===== config.mk =====
export PLATFORM = sky130hd
export DESIGN_NAME = bin2bcd_seq
export DESIGN_NICKNAME = d
export VERILOG_FILES = /design/src/rtl/bin2bcd_seq.sv
export SDC_FILE = /design/constraint.sdc
export NUM_CORES = 1
export LEC_CHECK = 0
export BUFFER_PORTS_ARGS = -buffer_cell sky130_fd_sc_hd__buf_2
export CAP_MARGIN = 40
export CORE_ASPECT_RATIO = 1.25
export CORE_MARGIN = 2
export CORE_UTILIZATION = 45
export DETAILED_ROUTE_END_ITERATION = 6
export GPL_ROUTABILITY_DRIVEN = 0
export PLACE_DENSITY_LB_ADDON = 0.1
export SYNTH_ARGS = -nofsm -noshare
export SYNTH_HDL_FRONTEND = slang
export SYNTH_SLANG_ARGS = --single-unit

===== constraint.sdc =====
create_clock -name clk -period 2.1 [get_ports clk]
set_input_delay 0.21 -clock clk [delete_from_list [all_inputs] [get_ports clk]]
set_output_delay 0.21 -clock clk [all_outputs]
set_load 0.03 [all_outputs]

===== src/rtl/bin2bcd_seq.sv =====
// Sequential binary-to-BCD converter (double dabble) reusing one bank of add-3 correctors per bit.
// Define BIN2BCD_FAST_EN to merge the correct and shift steps into a single cycle per bit.
module bin2bcd_seq #(
    parameter int W      = 8,
    parameter int DIGITS = 3
) (
    input  logic                  clk,
    input  logic                  rst,
    input  logic                  start,
    input  logic [W-1:0]          bin,
    output logic                  busy,
    output logic                  done,
    output logic [4*DIGITS-1:0]   bcd,
    output logic                  ovf
);

    localparam int CW = $clog2(W + 1);
    localparam int AW = 4 * DIGITS;

    typedef enum logic [1:0] {
        IDLE = 2'd0,
        ADJ  = 2'd1,
        SHF  = 2'd2,
        DONE = 2'd3
    } state_t;

    state_t          state_r;
    state_t          state_s;
    logic [W-1:0]    sh_r;
    logic [AW-1:0]   acc_r;
    logic [CW-1:0]   cnt_r;
    logic            ovf_sticky_r;
    logic [AW-1:0]   adj_s;
    logic            last_bit_s;
    logic            busy_r;
    logic            done_r;
    logic [AW-1:0]   bcd_r;
    logic            ovf_r;

    // Every digit >= 5 gets +3; the 4-bit sum wraps modulo 16 by construction.
    function automatic logic [AW-1:0] add3_all(input logic [AW-1:0] a);
        logic [AW-1:0] r;
        r = a;
        for (int d = 0; d < DIGITS; d++) begin
            if (a[4*d +: 4] >= 4'd5) begin
                r[4*d +: 4] = a[4*d +: 4] + 4'd3;
            end else begin
                r[4*d +: 4] = a[4*d +: 4];
            end
        end
        return r;
    endfunction

    // Correction bank and end-of-operand detect shared by both schedules.
    always_comb begin
        adj_s      = add3_all(acc_r);
        last_bit_s = (cnt_r == CW'(1));
    end

    // Next-state logic.
    always_comb begin
        state_s = state_r;
        case (state_r)
            IDLE: begin
                if (start) begin
                    state_s = ADJ;
                end else begin
                    state_s = IDLE;
                end
            end
`ifdef BIN2BCD_FAST_EN
            ADJ: begin
                if (last_bit_s) begin
                    state_s = DONE;
                end else begin
                    state_s = ADJ;
                end
            end
`else
            ADJ: begin
                state_s = SHF;
            end
`endif
            SHF: begin
                if (last_bit_s) begin
                    state_s = DONE;
                end else begin
                    state_s = ADJ;
                end
            end
            DONE: begin
                state_s = IDLE;
            end
            default: begin
                state_s = IDLE;
            end
        endcase
    end

    // State register and registered handshake outputs.
    always_ff @(posedge clk) begin
        if (rst) begin
            state_r <= IDLE;
            busy_r  <= 1'b0;
            done_r  <= 1'b0;
        end else begin
            state_r <= state_s;
            busy_r  <= (state_s != IDLE);
            done_r  <= (state_r == DONE);
        end
    end

    // Operand/accumulator datapath and result capture.
    always_ff @(posedge clk) begin
        if (rst) begin
            sh_r         <= '0;
            acc_r        <= '0;
            cnt_r        <= '0;
            ovf_sticky_r <= 1'b0;
            bcd_r        <= '0;
            ovf_r        <= 1'b0;
        end else begin
            case (state_r)
                IDLE: begin
                    if (start) begin
                        sh_r         <= bin;
                        acc_r        <= '0;
                        ovf_sticky_r <= 1'b0;
                        cnt_r        <= CW'(W);
                    end else begin
                        sh_r <= sh_r;
                    end
                end
`ifdef BIN2BCD_FAST_EN
                ADJ: begin
                    {acc_r, sh_r} <= {adj_s[AW-2:0], sh_r, 1'b0};
                    ovf_sticky_r  <= ovf_sticky_r | adj_s[AW-1];
                    cnt_r         <= cnt_r - CW'(1);
                end
`else
                ADJ: begin
                    acc_r <= adj_s;
                end
`endif
                SHF: begin
                    // Any 1 leaving the top digit means the value needs more digits.
                    {acc_r, sh_r} <= {acc_r[AW-2:0], sh_r, 1'b0};
                    ovf_sticky_r  <= ovf_sticky_r | acc_r[AW-1];
                    cnt_r         <= cnt_r - CW'(1);
                end
                DONE: begin
                    bcd_r <= acc_r;
                    ovf_r <= ovf_sticky_r;
                end
                default: begin
                    sh_r <= sh_r;
                end
            endcase
        end
    end

    assign busy = busy_r;
    assign done = done_r;
    assign bcd  = bcd_r;
    assign ovf  = ovf_r;

endmodule


# Word-level counts from Yosys, hierarchy flattened
# Cells that the tools add are included.
dict set report word_totals {
  regBits 42
}
dict set report op_classes {
  addsub 4
  n_reduce_logical 8
  n_lt_le_gt_ge 3
  bitwise_logic 1
  mux 14
  n_eq_ne 8
}
# cell count
set ops {}
lappend ops {{one-hot mux 12 bit (3 select lines)} 1}
lappend ops {{two-way mux 4 bit} 4}
lappend ops {{one-hot mux 8 bit (2 select lines)} 1}
lappend ops {{adder 4 x 2 -> 4 bit (second input constant)} 3}
lappend ops {{>= comparator 4 x 3 -> 1 bit (second input constant)} 3}
lappend ops {{two-way mux 12 bit} 1}
lappend ops {{AND reduction 3 bit} 3}
lappend ops {{two-way mux 8 bit} 1}
lappend ops {{inequality test 2 bit (second input constant)} 4}
lappend ops {{one-hot mux 2 bit (4 select lines)} 1}
lappend ops {{one-hot mux 4 bit (2 select lines)} 1}
lappend ops {{== test 2 bit (second input constant)} 2}
lappend ops {{== test 4 x 1 -> 1 bit (second input constant)} 1}
lappend ops {{nonzero test 2 bit} 2}
lappend ops {{subtractor 4 x 1 -> 4 bit (second input constant)} 1}
lappend ops {{nonzero test 3 bit} 1}
lappend ops {{== test 2 x 1 -> 1 bit (second input constant)} 1}
lappend ops {{logical NOT 2 bit} 1}
lappend ops {{two-way mux 1 bit} 2}
lappend ops {{two-way mux 2 bit} 1}
lappend ops {{one-hot mux 1 bit (2 select lines)} 1}
lappend ops {{AND reduction 2 bit} 1}
lappend ops {{bitwise OR 1 bit} 1}

# Longest topological paths before layout
dict set report depth {
  ltp_word 4
  ltp_mapped 8
}

# Worst setup path after synthesis
# No wires, ideal clock.
dict set report synth_timing {
  path_type {register -> register}
  startpoint {register state_r[0]}
  endpoint {register cnt_r[3]}
  t_arrival_ns 1.363
  path_slack_ns 0.658
  path_stages_with_launch 8
  setup_time_ns 0.079
  cell_sequence {dfxtp_1 inv_1 ha_1 nor2b_4 nor2_4 buf_6 nor2_1 a211oi_2}
}
dict set report synth_via {
  elab_chain_len 3
}
# element line
set synth_rtl {}
lappend synth_rtl {{start: declaration} 27} ;# state_t state_r;
lappend synth_rtl {{start signal: assignment} 107} ;# state_r <= state_s;
lappend synth_rtl {{== test 2 bit / logical NOT 2 bit (equally long branches)} 123} ;# case (state_r)
lappend synth_rtl {{nonzero test 2 bit (no line) / inequality test 2 bit (equally long branches)} n/a}
lappend synth_rtl {{AND reduction 2 bit (no line)} n/a}
lappend synth_rtl {{end signal: assignment} 129} ;# cnt_r <= CW'(W);
lappend synth_rtl {{end signal: assignment} 149} ;# cnt_r <= cnt_r - CW'(1);
lappend synth_rtl {{end: declaration} 31} ;# logic [CW-1:0] cnt_r;
# Several ways; a longest one is shown, not always the timed one.
# A chain may end at the register's enable or synchronous reset.

# Final worst setup path
dict set report layout_timing {
  startpoint {register state_r[0]}
  endpoint {register sh_r[7]}
}
dict set report layout_via {
  elab_chain_len 3
}
# element line
set layout_rtl {}
lappend layout_rtl {{== test 2 bit / logical NOT 2 bit (equally long branches)} 123}
lappend layout_rtl {{nonzero test 2 bit (no line) / inequality test 2 bit (equally long branches)} n/a}
lappend layout_rtl {{AND reduction 2 bit (no line)} n/a}
lappend layout_rtl {{end signal: assignment} 126} ;# sh_r <= bin;
lappend layout_rtl {{end signal: assignment} 131} ;# sh_r <= sh_r;
lappend layout_rtl {{end signal: assignment} 147} ;# {acc_r, sh_r} <= {acc_r[AW-2:0], sh_r, 1'b0};
lappend layout_rtl {{end: declaration} 29} ;# logic [W-1:0] sh_r;
# Several ways; a longest one is shown, not always the timed one.

==> flow_summary.toml <==
[placed_design]
dpl.hpwl_um = 2970
place.port_buffers = 25

[grt]
first_global_vias = 1627
antenna_found_initial = 0
grt_first_pass_wirelength_um = 7450
grt_max_degree = 29
grt-ovfl-total = 0
grt_use_total = 0.179

[synth]
yosysTopAreaCell = "dfxtp_1"
ys_ff_latch = 42
ys_types = 33
synthCells = 239
avgSynthCellArea_um2 = 9.11
yosys_warnings = 0
yosys.area_share.simple = 0.187
yosysTopAreaCellShare = 0.386
synth-compound-area-share = 0.184
synth_mux_area_frac = 0.101
synthesis.area_mm2 = 0.00218
synth_xor_area_frac = 0.0121
synth_area_leaders = "dfxtp_1 39%, mux2i_1 10%, ha_1 7.5%"
synth_top_family_by_area = "simple AND/OR/NAND/NOR gates"
ys_seq_area_frac = 0.386
syn_nets = 263
synth-adder-area-share = 0.0747

[power_and_ir_drop]
power_frac_comb = 0.136
powerDensity_mw_per_mm2 = 659
power_frac_clock = 0.342
swShare = 0.272
power_mw = 1.61
p_int_mw = 1.17
peakVddDrop_v = 0.000453
seq_power_share = 0.523
p_switching_uw = 437
p_leak_nw = 0.911

[layout]
multi_input_area_mm2 = 0.00122
final_nets = 287
final_util = 0.520
nFillCells = 482
drive_gt1_frac = 0.189
antenna_cells = 0
areaGrowthSynthToFinish_pct = 12.2
register_area_um2 = 841

[worst_setup_path]
cp-end-kind = "register"
cp_data_required_time_ns = 2.32
cp.arrival_ns = 1.90
critPathLaunchType = "register"
worstPathMaxFanout = 15
path_class = "register to register"

[timing]
fmax_ghz = 0.592
final_max_slew_viol_count = 0
hold_violations = 0
grt_setup_unrepaired = "false"
final.min_clock_period_ns = 1.69
period_share = 0.804
worst_slew_pin_slew_ns = 0.539
fin_setup_tns_ns = 0
maxSlewHeadroom = 0.637
finalSetupViolations = 0
finClkSkew_ns = 0.00682

[detailed_routing]
vias_per_cell = 5.26
antenna_left = 0
first_pass_iters = 4
wl_per_cell_um = 13.6
drc_errors = 0
drtIter0Drc = 80
drt-total-wl_um = 4390
vias = 1703

[die]
io_pins = 26
start_util = 0.464
die_area_mm2 = 0.00541
fp.dieW_um = 66.2
core_mm2 = 0.00469
placementRows = 28
die_h_um = 81.8

[clock_tree]
cts_tree = "yes"
cts.reportedPaths.clkPinSlew_ns = 0.08
clk_path_buf_depth = 2
cts-buffers-inserted = 5
post_cts_resized = 0
clk_latency_ns = 0.29
cts_setup_buffers = 0
h-tree-depth = 2
hold_buffers = 0
cts-root-buf = "clkbuf_8"
cts_sinks = 42

[outcome]
status = "finished clean"

[worst_hold_path]
hold_class = "input pin to register"

[run]
cap_violations = 0
sequential cells by signal, indices dropped and copies added, names as in the netlist:
register and cells:
acc_r 12, bcd 12, busy 1, cnt_r 4, done 1, ovf 1, ovf_sticky_r 1, sh_r 8
state_r 2
synthesized netlist by cell type, drive strengths merged:
cell and count:
a211oi 9, a21oi 16, a22oi 1, a2bb2oi 1, a31oi 1, a32oi 3, buf 9, clkbuf 4
dfxtp 42, ha 13, inv 11, mux2i 22, nand2 13, nand2b 10, nand3 2, nand3b 4
nand4 1, nand4b 10, nor2 31, nor2b 2, nor3 1, o21ai 24, o21bai 3, o31ai 3
xor2 3
worst paths after layout:
kind                                             end  slack (ns)                  start  cells past startpoint
worst max register to register  sh_r[7]$_SDFFE_PP0P_        0.41  state_r[0]$_SDFF_PP0_                      6
worst min-delay path            sh_r[0]$_SDFFE_PP0P_        0.22                 bin[0]                      3
worst min register to register  sh_r[0]$_SDFFE_PP0P_        0.47   sh_r[0]$_SDFFE_PP0P_                      2
worst max-delay path            sh_r[7]$_SDFFE_PP0P_        0.41  state_r[0]$_SDFF_PP0_                      6
cell families (layout without fill, tap and decap cells):
kind of cell | after synthesis | count (layout)
simple gates | 74 | 74
compound gates | 61 | 61
flops | 42 | 42
buf+inv | 24 | 49
mux | 22 | 22
fa+ha+maj | 13 | 13
xor+xnor | 3 | 3
worst max-delay path, cell delays in order, from the launching register on:
cell and delay, ns:
dfxtp_1 0.34, inv_1 0.10, ha_1 0.40, nor2_1 0.13, nor2_4 0.34, nor2_1 0.10, a211oi_2 0.19
metrics by stage:
stage | setup slack (ns) | cells | hold slack (ns) | area (um2)
after detailed placement | 0.398 | 316 | 0.459 | 2350
final | 0.412 | 324 | 0.221 | 2440
after floorplan | 0.658 | 239 | 0.374 | 2180
after global placement | 0.428 | 316 | 0.452 | 2350
after CTS | 0.387 | 324 | 0.210 | 2440
after global routing | 0.187 | 324 | 0.223 | 2440
area by class of cell:
class | instances | area share
timing repair buffer | 30 | 0.0717
clock buffer | 7 | 0.0353
inverter | 11 | 0.0169
multi-input combinational | 173 | 0.499
clock inverter | 1 | 0.00205
tap | 60 | 0.0307
sequential | 42 | 0.344
power by group through the flow:
stage,logic [mW],registers (mW),clock network [mW]
global route,0.247,0.846,0.593
global placement,0.218,0.860,0
floorplan,0.172,0.860,0
CTS,0.221,0.842,0.565
finish,0.218,0.841,0.550
detailed placement,0.219,0.861,0
layer usage:
metal  vias up  share of wire  global-route usage
li1        882              -                   -
met3         4          0.032              0.0397
met2        30           0.49               0.316
met4         0          0.012              0.0551
met5         -              0                   0
met1       787           0.47               0.216
placed cells by master (no fill, tap or decap), types with 2 or more instances in the layout:
master	Yosys	layout
o21bai_1	3	3
dfxtp_1	42	42
buf_2	4	25
nand2_1	13	13
nor2_4	2	2
a32oi_1	3	3
a211oi_2	8	8
nand4b_1	10	10
nand3b_1	3	3
clkbuf_8	0	6
xor2_1	3	3
o31ai_1	3	3
nor2_1	29	29
mux2i_1	22	22
inv_1	11	11
buf_4	2	4
nand3_1	2	2
nand2b_1	9	9
ha_1	13	13
o21ai_0	24	24
a21oi_1	16	16
Power figures use the tool's default switching activity.
